[config.mk]
export PLATFORM = sky130hd
export DESIGN_NAME = stim_player
export DESIGN_NICKNAME = d
export VERILOG_FILES = /design/src/rtl/stim_player.sv
export SDC_FILE = /design/constraint.sdc
export NUM_CORES = 2
export LEC_CHECK = 0
export CAP_MARGIN = 40
export CORE_MARGIN = 4
export CORE_UTILIZATION = 41
export DETAILED_ROUTE_END_ITERATION = 10
export PLACE_DENSITY_LB_ADDON = 0.3
export SYNTH_ARGS = -nofsm -noshare
export SYNTH_HDL_FRONTEND = slang
export SYNTH_SLANG_ARGS = --single-unit
[constraint.sdc]
create_clock -name clk_i -period 7.8 [get_ports clk_i]
set_clock_uncertainty 0.2 [all_clocks]
set_input_delay 1.56 -clock clk_i [delete_from_list [all_inputs] [get_ports clk_i]]
set_output_delay 1.56 -clock clk_i [all_outputs]
set_load 0.005 [all_outputs]
[src/rtl/stim_player.sv]
// Stimulus sequencer: streams a loadable item table to a BFM over valid/ready,
// in one-shot or looping passes, with sticky stop and a one-cycle done pulse.
module stim_player #(
    parameter int ITEM_WIDTH = 16,
    parameter int LANES      = 2,
    parameter int DEPTH      = 100,
    parameter int AW         = $clog2(DEPTH)
) (
    input  logic                  clk_i,
    input  logic                  reset_i,
    input  logic                  wr_en_i,
    input  logic [AW-1:0]         wr_addr_i,
    input  logic [ITEM_WIDTH-1:0] wr_data_i,
    input  logic                  start_i,
    input  logic                  stop_i,
    input  logic                  loop_i,
    input  logic [AW:0]           len_i,
    output logic                  out_valid_o,
    input  logic                  out_ready_i,
    output logic [ITEM_WIDTH-1:0] lane_data_o,
    output logic                  busy_o,
    output logic                  done_o,
    output logic [31:0]           count_o,
    output logic [0:0]            state_o
);
    localparam logic [0:0]  ST_IDLE = 1'b0;
    localparam logic [0:0]  ST_RUN  = 1'b1;
    localparam int          LANE_W  = ITEM_WIDTH / LANES;
    localparam logic [AW:0] DEPTH_L = (AW+1)'(DEPTH);

    logic [ITEM_WIDTH-1:0] mem [DEPTH];

    logic [0:0]            state_q;
    logic [AW-1:0]         ptr_q;
    logic [AW-1:0]         last_q;
    logic                  loop_q;
    logic                  stop_pend_q;
    logic [ITEM_WIDTH-1:0] data_q;
    logic                  valid_q;
    logic                  done_q;
    logic [31:0]           count_q;

    logic [AW:0]           len_eff;
    logic [AW-1:0]         ptr_nxt;
    logic                  accept;
    logic                  at_last;

    // Handshake: an item transfers on any cycle where out_valid_o and
    // out_ready_i are both high; once raised, valid and data stay put until then.
    always_comb begin
        len_eff = len_i;
        if (len_i == '0 || len_i > DEPTH_L) begin
            len_eff = DEPTH_L;
        end
        ptr_nxt = ptr_q + AW'(1);
        accept  = valid_q & out_ready_i;
        at_last = (ptr_q == last_q);
    end

    // Table writes are never forwarded to the output register.
    always_ff @(posedge clk_i) begin
        if (wr_en_i && wr_addr_i < AW'(DEPTH)) begin
            mem[wr_addr_i] <= wr_data_i;
        end
    end

    always_ff @(posedge clk_i) begin
        if (!reset_i) begin
            state_q     <= ST_IDLE;
            ptr_q       <= '0;
            last_q      <= '0;
            loop_q      <= 1'b0;
            stop_pend_q <= 1'b0;
            data_q      <= '0;
            valid_q     <= 1'b0;
            done_q      <= 1'b0;
            count_q     <= '0;
        end else begin
            done_q <= 1'b0;
            case (state_q)
                ST_IDLE: begin
                    if (start_i) begin
                        last_q      <= AW'(len_eff - (AW+1)'(1));
                        loop_q      <= loop_i;
                        ptr_q       <= '0;
                        data_q      <= mem[0];
                        valid_q     <= 1'b1;
                        count_q     <= '0;
                        stop_pend_q <= 1'b0;
                        state_q     <= ST_RUN;
                    end
                end
                ST_RUN: begin
                    if (accept) begin
                        count_q <= count_q + 32'd1;
                        if (stop_i || stop_pend_q || (at_last && !loop_q)) begin
                            valid_q     <= 1'b0;
                            done_q      <= 1'b1;
                            stop_pend_q <= 1'b0;
                            state_q     <= ST_IDLE;
                        end else if (at_last) begin
                            ptr_q  <= '0;
                            data_q <= mem[0];
                        end else begin
                            ptr_q  <= ptr_nxt;
                            data_q <= mem[ptr_nxt];
                        end
                    end else if (stop_i) begin
                        stop_pend_q <= 1'b1;
                    end
                end
                default: state_q <= ST_IDLE;
            endcase
        end
    end

    for (genvar k = 0; k < LANES; k++) begin : g_lane
        assign lane_data_o[k*LANE_W +: LANE_W] = data_q[k*LANE_W +: LANE_W];
    end

    assign out_valid_o = valid_q;
    assign busy_o      = (state_q == ST_RUN);
    assign done_o      = done_q;
    assign count_o     = count_q;
    assign state_o     = state_q;
endmodule

[Word-level counts from Yosys, hierarchy flattened]
Memories as Yosys holds them, arrays and structs flattened.
Cells that the tools add are included.
Cells by class
  $add $sub $neg: 3
  $mul: 0
  divide/modulo/power cells: 0
  magnitude comparators: 2
  equal/unequal tests: 7
  shifts and indexed selects: 0
  multiplexer cells: 29
  bitwise gates (word level): 2
  reductions and logical operators: 13
Operator list (number)
  $mux W16: 4
  $mux W32: 2
  $pmux W32 S2: 1
  $mux W7: 5
  $add A32 B1 Y32 const B: 1
  $pmux W16 S2: 1
  $pmux W7 S2: 1
  $mux W1: 12
  $reduce_and A3 Y1: 4
  $gt A8 B7 Y1 const B: 1
  $logic_not A8 Y1: 1
  $add A7 B1 Y7 const B: 1
  $eq A7 B7 Y1: 1
  $lt A7 B7 Y1 const B: 1
  $sub A7 B1 Y7 const B: 1
  $ne A3 B2 Y1 const B: 2
  $pmux W1 S2: 3
  $ne A2 B1 Y1 const B: 2
  $ne A2 B2 Y1 const B: 2
  $reduce_and A2 Y1: 2
  $logic_or A1 B1 Y1: 3
  $logic_and A1 B1 Y1: 2
  $and A1 B1 Y1: 1
  $logic_not A1 Y1: 1
  $not A1 Y1: 1
Word-level totals
  register bits after elaboration: 67
  bits in latches: 0
  memory bits (writable): 1600
  memory bits (read-only): 0
  bits of input ports: 38
  output and inout port bits: 52
  word-level logic and storage cells: 66
  memories kept: 1
Memories
  mem: depth 100, width 16, rd ports 2, clocked after Yosys merged registers in 0, write ports 1, line 31  | logic [ITEM_WIDTH-1:0] mem [DEPTH];

[Longest topological paths before layout]
  depth in word-level cells: 6
  mapped depth: 11
  gate-level depth less buffers: 9

[Worst setup path after synthesis]
OpenSTA, ideal clock, no wires.
  path kind: input -> register
  start: input port wr_addr_i[2]
  end: memory mem[90][0] (enable)
  library setup time: 0.388 ns
  arrival time: 3.129 ns
  data required time: 7.212 ns
  path slack: 4.083 ns
  cell stages on the path: 6
  path buffers: 1
  cell sequence: nor3_1 o21ai_0 nor2_1 nand3b_1 clkbuf_1 nor2_1
On the way
  word-level cells in the longest chain between the ends: 4
RTL lines
  start: declaration: line 12  | input logic [AW-1:0] wr_addr_i,
  $lt A7 B7 Y1: line 62  | if (wr_en_i && wr_addr_i < AW'(DEPTH)) begin
  $logic_and A1 B1 Y1: line 62
  $mux W1: line 62
  $mux W1 (not written as such): line 63  | mem[wr_addr_i] <= wr_data_i;
  end: declaration: line 31
Parallel ways exist; a longest one is shown, timed or not.

[Worst setup path after layout]
  start: input port wr_addr_i[2]
  end: memory mem[84][1] (enable)
The elaborated chain is that of the path after synthesis.

==> summary.md <==
| Metric | Value |
|---|---|
| Status | `finished clean` |
| PostCTS Resize Cnt | `0` |
| Starting Density | `0.4143` |
| Required @ worst endpoint | `8.09 ns` |
| Die Wd | `between 400 and 500 um` |
| Critical-path maximum fanout | `9` |
| Vias | `33024` |
| Gr usage total | `0.2009` |
| CP delay by family, top | `simple AND/OR/NAND/NOR gates` |
| Worst Hold Class | `reg -> reg` |
| Seq cells post-synth | `approximately 1700` |
| Gr ovfl total | `0` |
| Max-slew violations | `0` |
| Power share of the clock group | `0.422` |
| TritonRoute pass-1 iters | `5` |
| Cts hold-fix bufs | `0` |
| Peak VDD IR | `between 0.0002 and 0.00025 V` |
| Post-synth top area share | `0.7389` |
| Final Util | `0.4737` |
| RePlAce Congestion | `slightly below 0.9` |
| CTS Buffer Depth | `3` |
| Post-layout min period | `around 4.3 ns` |
| Die Y | `406.2 um` |
| Leak pwr | `between 20 and 25 nW` |
| Top_reg_cell synth | `edfxtp_1` |
| Crit path launch type | `input port` |
| CTS clk-pin slew, worst paths | `approximately 0.060 ns` |
| Data arrival time of the critical path | `4.62 ns` |
| Clock latency on the worst-skew pair | `~0.78 ns` |
| Placed Instance Area | `roughly 69000 um2` |
| Met1 Usage GRT | `0.3042` |
| Ys async rst share | `0` |
| Sink Count | `approximately 1700` |
| Max incr delay on CP | `0.63 ns` |
| Gr busiest metal | `met1` |
| CTS tree | `done` |
| Area Overhead vs Synth | `14.31%` |
| Top cells by area, synth | `edfxtp_1, mux4_2, dfxtp_1` |
| Port-buffer cells | `89` |
| Power share of the combinational group | `0.043` |
| Critical Path, Cell by Cell | `clkdlybuf4s50_1 -> nor3_1 -> o21ai_0 -> nor2_1 -> nand3b_1 -> buf_4 -> nor2_1 -> buf_4` |
| Die area | `between 150000 and 200000 um2` |
| Worst hold slack | `between 0.2 and 0.3 ns` |
| Routing usage on met2 | `0.3038` |
| Syn Area/Cell | `about 20 um2` |
| Worst-margin pin slew | `between 0.9 and 1 ns` |
| Yosys warns | `0` |
| H-tree depth | `4` |
| Slew headroom | `0.3984` |
| Global-route wire length before repair | `238100 um` |
| Setup Viol. Count Final | `0` |
| Power Density | `248.3 nW/um2` |
| Routed Antenna Nets | `0` |
| DR vias/cell | `5.838` |
| RSZ-0062 raised after global routing | `no` |
| Setup tns final | `0 ns` |
| FMAX | `about 230 MHz` |
| CTS Buf Count | `between 150 and 200` |
| First DRT Iteration DRCs | `3994` |
| DPL Wire Length | `just under 100000 um` |
| Sw Share | `0.2108` |
| Drt total wl | `roughly 160000 um` |
| DRC viols | `0` |
| Initial antenna violation count | `6` |
| Final Hold Violating Endpoints | `0` |
| Share of post-route cells with drive strength above 1 | `0.2362` |
| # IOs | `90` |
| Synthesized netlist cell count | `between 3000 and 4000` |
| Fill count | `12899` |
| Root Driver | `clkbuf_16` |
| Met3 Usage GRT | `0.03668` |
| Design Area, Final | `74330 um2` |
| Core Box Area | `about 160000 um2` |
| Syn nets | `about 3300` |
| Post-synth EDFFs | `1600` |
| Switch Pwr | `3.891 mW` |
| Vias in the first global route | `around 33000` |
| Tcrit/Tclk final | `0.5559` |
| Worst setup EP type | `register` |
| Register area share after synthesis | `0.7595` |
| Distinct cells, synth | `68` |
| Nets | `between 3000 and 4000` |
| Largest net degree at the start of global routing | `137` |
| Routed WL per cell | `29.15 um` |
| MaxCap Viol Count | `0` |
| Int Pwr | `roughly 15 mW` |
| Cell row count | `145` |
| WP buf/inv | `3` |
| Synthesized cell area | `roughly 65000 um2` |
| Slowest CP cell | `nor2_1` |
| Setup bufs post-CTS | `0` |
| Worst setup path class | `in -> reg` |
| Reg power frac | `0.535` |
| Largest area contributor in the netlist | `edfxtp_1` |
-- cell usage after synthesis (15+ instances only) --
cell      instances
a211o_1          21
a21oi_1          60
a221oi_1         15
a31oi_1          17
a32oi_1          33
and3_1           16
buf_2            56
buf_4            36
clkbuf_1         63
dfxtp_1          67
edfxtp_1       1600
mux2i_1          57
mux4_2          400
nand2_1         264
nand3_1          66
nand4_1          27
nor2_1          151
o211ai_1         16
o21ai_0          28
xnor2_1          17
-- final timing paths --
check	from	to	slack (ns)	depth (start not counted)
setup / recovery	wr_addr_i[2]	mem[84][1]$_DFFE_PP_	3.46	8
hold reg to reg	loop_q$_SDFFE_PN0P_	loop_q$_SDFFE_PN0P_	0.26	2
hold / removal	loop_q$_SDFFE_PN0P_	loop_q$_SDFFE_PN0P_	0.26	2
setup reg to reg	ptr_q[0]$_SDFFE_PN0P_	lane_data_o[7]$_SDFFE_PN0P_	3.53	8
-- per-layer routing --
| layer | up-vias | wire, um |
|---|---|---|
| met4 | 0 | 3564 |
| met3 | 211 | 15080 |
| met2 | 1548 | 76280 |
| met5 | - | 0 |
| li1 | 13803 | - |
| met1 | 17462 | 69990 |
-- worst reg2reg max path: stages (launching register included) --
cell     delay [ns]
dfxtp_4        0.88
ha_4           0.39
xor2_4         0.21
buf_4          0.50
buf_4          0.64
mux2i_1        0.56
a32o_1         0.28
a211o_1        0.32
a41oi_1        0.16
-- placed cells by master, fill, tap and decap left out, drive strengths merged, types with 34 or more instances in the layout --
cell / count
edfxtp: 1600
nor2: 151
clkinv: 63
o21ai: 34
mux4: 400
clkbuf: 212
dfxtp: 67
buf: 185
nand3: 66
a21oi: 60
mux2i: 57
nand2: 264
clkdlybuf4s50: 73
-- metrics by stage --
stage / std cells / setup WS, ns / power [mW]
final: 5657 / 3.464 / 18.46
after global routing: 5656 / 3.292 / 19.04
after CTS: 5656 / 3.402 / 18.61
after detailed placement: 5354 / 2.681 / 10.87
after global placement: 5332 / 2.371 / 10.85
after floorplan: 3220 / 4.083 / 10.47
-- power by group through the flow --
stage	combinational, mW	sequential [mW]	clock, mW
final	0.797	9.87	7.79
after global routing	0.848	9.87	8.32
after CTS	0.808	9.87	7.93
after detailed placement	0.808	10.1	0
after global placement	0.789	10.1	0
after floorplan	0.430	10.0	0
-- sequential cells by signal, indices dropped and copies added (netlist names) --
register / cells
done_o: 1
stop_pend_q: 1
mem: 1600
out_valid_o: 1
lane_data_o: 16
last_q: 7
count_o: 32
busy_o: 1
ptr_q: 7
loop_q: 1
-- final cells by class --
class | count | area [um2] | share of cell area
flip-flops and latches | 1667 | 49390 | 0.6645
clock inverters | 90 | 880.8 | 0.01185
inverters | 8 | 30.03 | 0.0004040
diodes | 1 | 2.502 | 0.00003367
clock buffers | 212 | 4424 | 0.05952
multi-input cells | 1362 | 14670 | 0.1974
well taps | 2058 | 2575 | 0.03464
repair buffers | 259 | 2357 | 0.03171
-- kinds of logic (layout without fill, tap and decap cells) --
group           count (synthesis)  in the layout  share of synthesized area
fa+ha+maj                       3              3                  0.0005773
other cells                     0              1                          0
mux                           462            462                     0.1482
buf+inv                       191            569                    0.01603
simple gates                  590            590                    0.04010
flops                        1667           1667                     0.7595
xor+xnor                       32             32                   0.004541
compound gates                275            275                    0.03104
No activity file was read; power rests on OpenSTA's default activity.
